<file path="config.mk">
export PLATFORM = sky130hd
export DESIGN_NAME = instruction_fetch_unit
export DESIGN_NICKNAME = d
export VERILOG_FILES = /design/src/rtl/instruction_fetch_unit.sv
export SDC_FILE = /design/constraint.sdc
export NUM_CORES = 1
export LEC_CHECK = 0
export CORE_ASPECT_RATIO = 1.5
export CORE_MARGIN = 3
export CORE_UTILIZATION = 40
export CTS_CLUSTER_SIZE = 25
export DETAILED_ROUTE_END_ITERATION = 8
export PLACE_DENSITY = 0.82
export SLEW_MARGIN = 20
export SYNTH_ARGS = -nofsm -noshare
export SYNTH_HDL_FRONTEND = slang
export SYNTH_SLANG_ARGS = --single-unit
</file>
<file path="constraint.sdc">
create_clock -name Clk -period 4.4 [get_ports Clk]
set_clock_uncertainty 0.05 [all_clocks]
set_input_delay 0.44 -clock Clk [delete_from_list [all_inputs] [get_ports Clk]]
set_output_delay 0.44 -clock Clk [all_outputs]
set_load 0.05 [all_outputs]
</file>
<file path="src/rtl/instruction_fetch_unit.sv">
// Instruction fetch: PC register, +PC_STEP adder and a small fixed instruction ROM.
// The PC only advances on clock edges where the debugger step enable is held high.
module instruction_fetch_unit #(
  parameter int                    ADDR_WIDTH = 32,
  parameter int                    DATA_WIDTH = 32,
  parameter int                    MEM_DEPTH  = 64,
  parameter int                    PC_STEP    = 4,
  parameter logic [ADDR_WIDTH-1:0] RESET_ADDR = '0
) (
  input  logic                  Clk,
  input  logic                  Rst,
  input  logic                  buttonPress,
  output logic [ADDR_WIDTH-1:0] addr,
  output logic [ADDR_WIDTH-1:0] newAddr,
  output logic [DATA_WIDTH-1:0] instruction
);

  localparam int         IDX_W   = $clog2(MEM_DEPTH);
  localparam logic [3:0] ALU_ADD = 4'b0010;

  localparam logic [DATA_WIDTH-1:0] ROM_INIT [0:7] = '{
    32'h20080005,
    32'h2009000A,
    32'h01095020,
    32'h01095822,
    32'h01096024,
    32'h01096825,
    32'h0109702A,
    32'h08000000
  };

  // Shared ALU datapath, tied to add; wraps modulo 2^ADDR_WIDTH with no carry out.
  function automatic logic [ADDR_WIDTH-1:0] alu(
    input logic [3:0]            ctrl,
    input logic [ADDR_WIDTH-1:0] a,
    input logic [ADDR_WIDTH-1:0] b
  );
    case (ctrl)
      ALU_ADD: alu = a + b;
      default: alu = '0;
    endcase
  endfunction

  logic [IDX_W-1:0]      word_idx;
  logic                  in_range;
  logic [DATA_WIDTH-1:0] rom_word;

  always_ff @(posedge Clk) begin
    if (Rst) begin
      addr <= RESET_ADDR;
    end else if (buttonPress) begin
      addr <= newAddr;
    end
  end

  assign newAddr = alu(ALU_ADD, addr, ADDR_WIDTH'(PC_STEP));

  // Byte offset bits are dropped so a misaligned PC reads its containing word.
  assign word_idx = addr[IDX_W+1:2];
  assign in_range = (addr >> (IDX_W + 2)) == '0;

  always_comb begin
    rom_word = '0;
    if ((word_idx >> 3) == '0) begin
      rom_word = ROM_INIT[word_idx[2:0]];
    end
  end

  assign instruction = (Rst || !in_range) ? '0 : rom_word;

endmodule

</file>
==> metrics.txt <==
# TYPE chip_impl_metric gauge
chip_impl_info{name="top_register",value="addr"} 1
chip_impl_metric{name="cellLeakagePower",unit="uW"} 0.00119
chip_impl_metric{name="ys.warnings.count",unit=""} 0
chip_impl_metric{name="dp_slack",unit="ps"} 914
chip_impl_info{name="synth.area.top_cells",value="sky130_fd_sc_hd__dfxtp_1 (25%), sky130_fd_sc_hd__buf_4 (8.0%), sky130_fd_sc_hd__xnor2_1 (6.8%)"} 1
chip_impl_metric{name="synth_compound_gate_area_share",unit=""} 0.0796
chip_impl_info{name="clockRootBuffer",value="sky130_fd_sc_hd__clkbuf_8"} 1
chip_impl_metric{name="post_synth_xor_area_fraction",unit=""} 0.132
chip_impl_metric{name="port_buffers",unit=""} 76
chip_impl_metric{name="cts_setup_buffers",unit=""} 0
chip_impl_metric{name="layout.filler_cells",unit=""} 582
chip_impl_metric{name="clk_path_buf_depth",unit=""} 2
chip_impl_metric{name="timing.final.crit_period",unit="ps"} 3760
chip_impl_metric{name="power.density",unit="nW/um^2"} 207
chip_impl_metric{name="slew_viol_final",unit=""} 0
chip_impl_metric{name="max_slew.worst_pin.slew",unit="ps"} 620
chip_impl_info{name="origin_of_the_critical_flop_to_flop_path",value="addr[6]"} 1
chip_impl_metric{name="synthesis_stage_register_bit_count",unit=""} 30
chip_impl_metric{name="path_max_fanout",unit=""} 22
chip_impl_metric{name="postSynth.asyncResetShare",unit=""} 0
chip_impl_metric{name="post-dp-hpwl",unit="mm"} 4.95
chip_impl_metric{name="vdd_ir_drop_max",unit="V"} 0.000155
chip_impl_metric{name="die-width",unit="um"} 69.9
chip_impl_info{name="layout.cells.most_common",value="sky130_fd_sc_hd__clkdlybuf4s50_1"} 1
chip_impl_metric{name="globalRouteMet3Util",unit=""} 0.0482
chip_impl_metric{name="cts.htree.levels",unit=""} 2
chip_impl_metric{name="clock_insertion_delay_worst_skew",unit="ps"} 280
chip_impl_metric{name="slew_headroom",unit=""} 0.586
chip_impl_info{name="run_status",value="finished, final reports clean"} 1
chip_impl_metric{name="finalNetCount",unit=""} 379
chip_impl_info{name="grt.busiest_layer",value="met2"} 1
chip_impl_metric{name="first_iter_violations",unit=""} 196
chip_impl_metric{name="synth_area",unit="um^2"} 2450
chip_impl_metric{name="drt-wirelength-per-cell",unit="um"} 14.7
chip_impl_metric{name="grt_start_max_net_pins",unit=""} 37
chip_impl_metric{name="adder_cell_share_of_the_synthesized_area",unit=""} 0.0357
chip_impl_metric{name="design.portCount",unit=""} 99
chip_impl_info{name="worstSetupEndpointType",value="output port"} 1
chip_impl_info{name="synth_top_family_by_area",value="simple AND/OR/NAND/NOR gates"} 1
chip_impl_metric{name="drive_gt1_frac",unit=""} 0.0622
chip_impl_metric{name="clock.fmax",unit="GHz"} 0.266
chip_impl_metric{name="cts.clk_slew.worst_paths",unit="ps"} 60
chip_impl_info{name="path_category_of_the_worst_min_delay_check",value="register to register"} 1
chip_impl_metric{name="timing.setup.tns",unit="ps"} 0
chip_impl_metric{name="total_overflow_reported_by_the_global_router",unit=""} 0
chip_impl_metric{name="grt_antenna_before_repair",unit=""} 0
chip_impl_info{name="cts_tree",value="built"} 1
chip_impl_metric{name="drv_cap",unit=""} 0
chip_impl_metric{name="antenna_cells",unit=""} 0
chip_impl_info{name="synth_top_area_cell",value="sky130_fd_sc_hd__dfxtp_1"} 1
chip_impl_metric{name="postCtsHoldBufs",unit=""} 0
chip_impl_metric{name="gpl.final_weighted_congestion",unit=""} 0.893
chip_impl_metric{name="remaining_drc_errors",unit=""} 0
chip_impl_metric{name="grt.met1_usage",unit=""} 0.200
chip_impl_metric{name="post_layout_utilization_of_the_core",unit=""} 0.538
chip_impl_metric{name="synth.mux.area_fraction",unit=""} 0.0265
chip_impl_metric{name="dieArea",unit="um^2"} 7120
chip_impl_info{name="most-common-layout-cells",value="sky130_fd_sc_hd__clkdlybuf4s50_1 (73), sky130_fd_sc_hd__dfxtp_1 (30), sky130_fd_sc_hd__nor2_1 (23)"} 1
chip_impl_metric{name="post_synth_inst_count",unit=""} 316
chip_impl_metric{name="critPathArrivalTime",unit="ps"} 3270
chip_impl_info{name="rsz0062_at_grt",value="no"} 1
chip_impl_info{name="timing.setup.critical_path_class",value="register to output port"} 1
chip_impl_info{name="hold_path.startpoint",value="addr[30]"} 1
chip_impl_metric{name="detail-route-antenna-nets",unit=""} 0
chip_impl_metric{name="routed_via_density",unit=""} 5.46
chip_impl_metric{name="final.hold.worst_slack",unit="ps"} 506
chip_impl_metric{name="drt_pass1_iterations",unit=""} 4
chip_impl_metric{name="met2_usage",unit=""} 0.340
chip_impl_metric{name="row_count",unit=""} 34
chip_impl_metric{name="finalSetupViolCount",unit=""} 0
chip_impl_metric{name="route.vias.total",unit=""} 2413
chip_impl_metric{name="cts_resized",unit=""} 0
chip_impl_metric{name="crit_required",unit="ps"} 3910
chip_impl_metric{name="tritoncts_num_sinks",unit=""} 30
chip_impl_metric{name="largest_register_ffs",unit=""} 30
chip_impl_metric{name="synth_edf_count",unit=""} 0
chip_impl_metric{name="core_region_area",unit="um^2"} 5870
chip_impl_metric{name="timing.final.hold_violations",unit=""} 0
chip_impl_metric{name="start_util",unit=""} 0.418
chip_impl_metric{name="numPlacedInstances",unit=""} 434
chip_impl_info{name="startpoint_type",value="register"} 1
chip_impl_metric{name="vias_in_the_first_global_route",unit=""} 2228
chip_impl_metric{name="synth.yosys.seq_area_share",unit=""} 0.245
chip_impl_metric{name="globalRouteTotalUtil",unit=""} 0.183
chip_impl_metric{name="synth_simple_gate_area_frac",unit=""} 0.340
chip_impl_metric{name="final_cells",unit=""} 442
chip_impl_metric{name="area_growth",unit="%"} 28.8
chip_impl_metric{name="cts_inserted_buffers",unit=""} 5
chip_impl_metric{name="synth_area_per_cell",unit="um^2"} 7.76
chip_impl_metric{name="setup_ws",unit="ps"} 638
chip_impl_metric{name="yosys.area.top_type_share",unit=""} 0.245
chip_impl_metric{name="postRouteWirelength",unit="mm"} 6.51
chip_impl_metric{name="die_height",unit="um"} 102
chip_impl_info{name="cp-startpoint",value="addr[4]"} 1
chip_impl_metric{name="period_share",unit=""} 0.855
chip_impl_metric{name="synth_cell_types",unit=""} 38
chip_impl_info{name="ys.flop_type",value="sky130_fd_sc_hd__dfxtp_1"} 1
chip_impl_metric{name="grt_pass1_wl",unit="mm"} 10.7
chip_impl_info{name="biggestRegsByFlops",value="addr x30"} 1
cell usage after synthesis (2+ instances only):
cell type,count
sky130_fd_sc_hd__buf_4,26
sky130_fd_sc_hd__o31ai_1,6
sky130_fd_sc_hd__a211oi_1,2
sky130_fd_sc_hd__and4_1,8
sky130_fd_sc_hd__a21oi_1,17
sky130_fd_sc_hd__nor4_1,13
sky130_fd_sc_hd__nand4_4,2
sky130_fd_sc_hd__nand3_1,14
sky130_fd_sc_hd__o21ai_0,10
sky130_fd_sc_hd__nor2b_1,9
sky130_fd_sc_hd__clkbuf_1,11
sky130_fd_sc_hd__mux2_2,4
sky130_fd_sc_hd__buf_2,11
sky130_fd_sc_hd__dfxtp_1,30
sky130_fd_sc_hd__ha_1,7
sky130_fd_sc_hd__nand2_1,22
sky130_fd_sc_hd__mux2i_1,2
sky130_fd_sc_hd__or3_1,5
sky130_fd_sc_hd__nand4_1,12
sky130_fd_sc_hd__and3_1,5
sky130_fd_sc_hd__and2_1,4
sky130_fd_sc_hd__xnor2_1,19
sky130_fd_sc_hd__inv_1,5
sky130_fd_sc_hd__buf_1,3
sky130_fd_sc_hd__nor2_1,23
sky130_fd_sc_hd__or4_1,9
sky130_fd_sc_hd__nand2b_1,3
sky130_fd_sc_hd__nor3_1,7
sky130_fd_sc_hd__xor2_1,18
power breakdown:
group	internal, uW	leakage (uW)	switching, uW
sequential	274	0.000242	5.46
combinational	33.5	0.000898	115
clock	126	0.0000482	101
kinds of logic after synthesis:
kind of cell | after synthesis
simple gates | 142
other cells | 1
fa+ha+maj | 7
flops | 30
compound gates | 35
mux | 6
buf+inv | 58
xor+xnor | 37
area by class of cell:
type	count	area, um^2	area share
Clock buffer	7	86.3	0.0273
Clock inverter	1	5.00	0.00158
Inverter	5	18.8	0.00594
Multi-Input combinational cell	249	1590	0.503
Sequential cell	30	601	0.190
Tap cell	72	90.1	0.0285
Timing Repair Buffer	78	768	0.243
per-layer routing:
layer	vias up	wire length (um)
met5	-	0
li1	1170	-
met1	1132	2450
met2	99	3400
met3	12	532
met4	0	127
critical path, stage by stage, from the launching register on:
cell	delay, ps
sky130_fd_sc_hd__dfxtp_1	720
sky130_fd_sc_hd__nand3_1	430
sky130_fd_sc_hd__nor4_2	630
sky130_fd_sc_hd__nand3_1	190
sky130_fd_sc_hd__xnor2_1	200
sky130_fd_sc_hd__clkdlybuf4s50_1	820
stage by stage:
step	power (uW)	cell area [um^2]
2_1_floorplan	417	2530
3_3_place_gp	431	3070
3_5_place_dp	433	3070
4_1_cts	658	3160
5_1_grt	677	3160
6_report	654	3160
worst paths after layout:
kind,endpoint,slack (ps),cells past startpoint
hold reg to reg,addr[30],510,2
setup / recovery,newAddr[28],640,5
setup reg to reg,addr[30],1960,4
hold / removal,addr[30],510,2
Power figures use the tool's default switching activity.
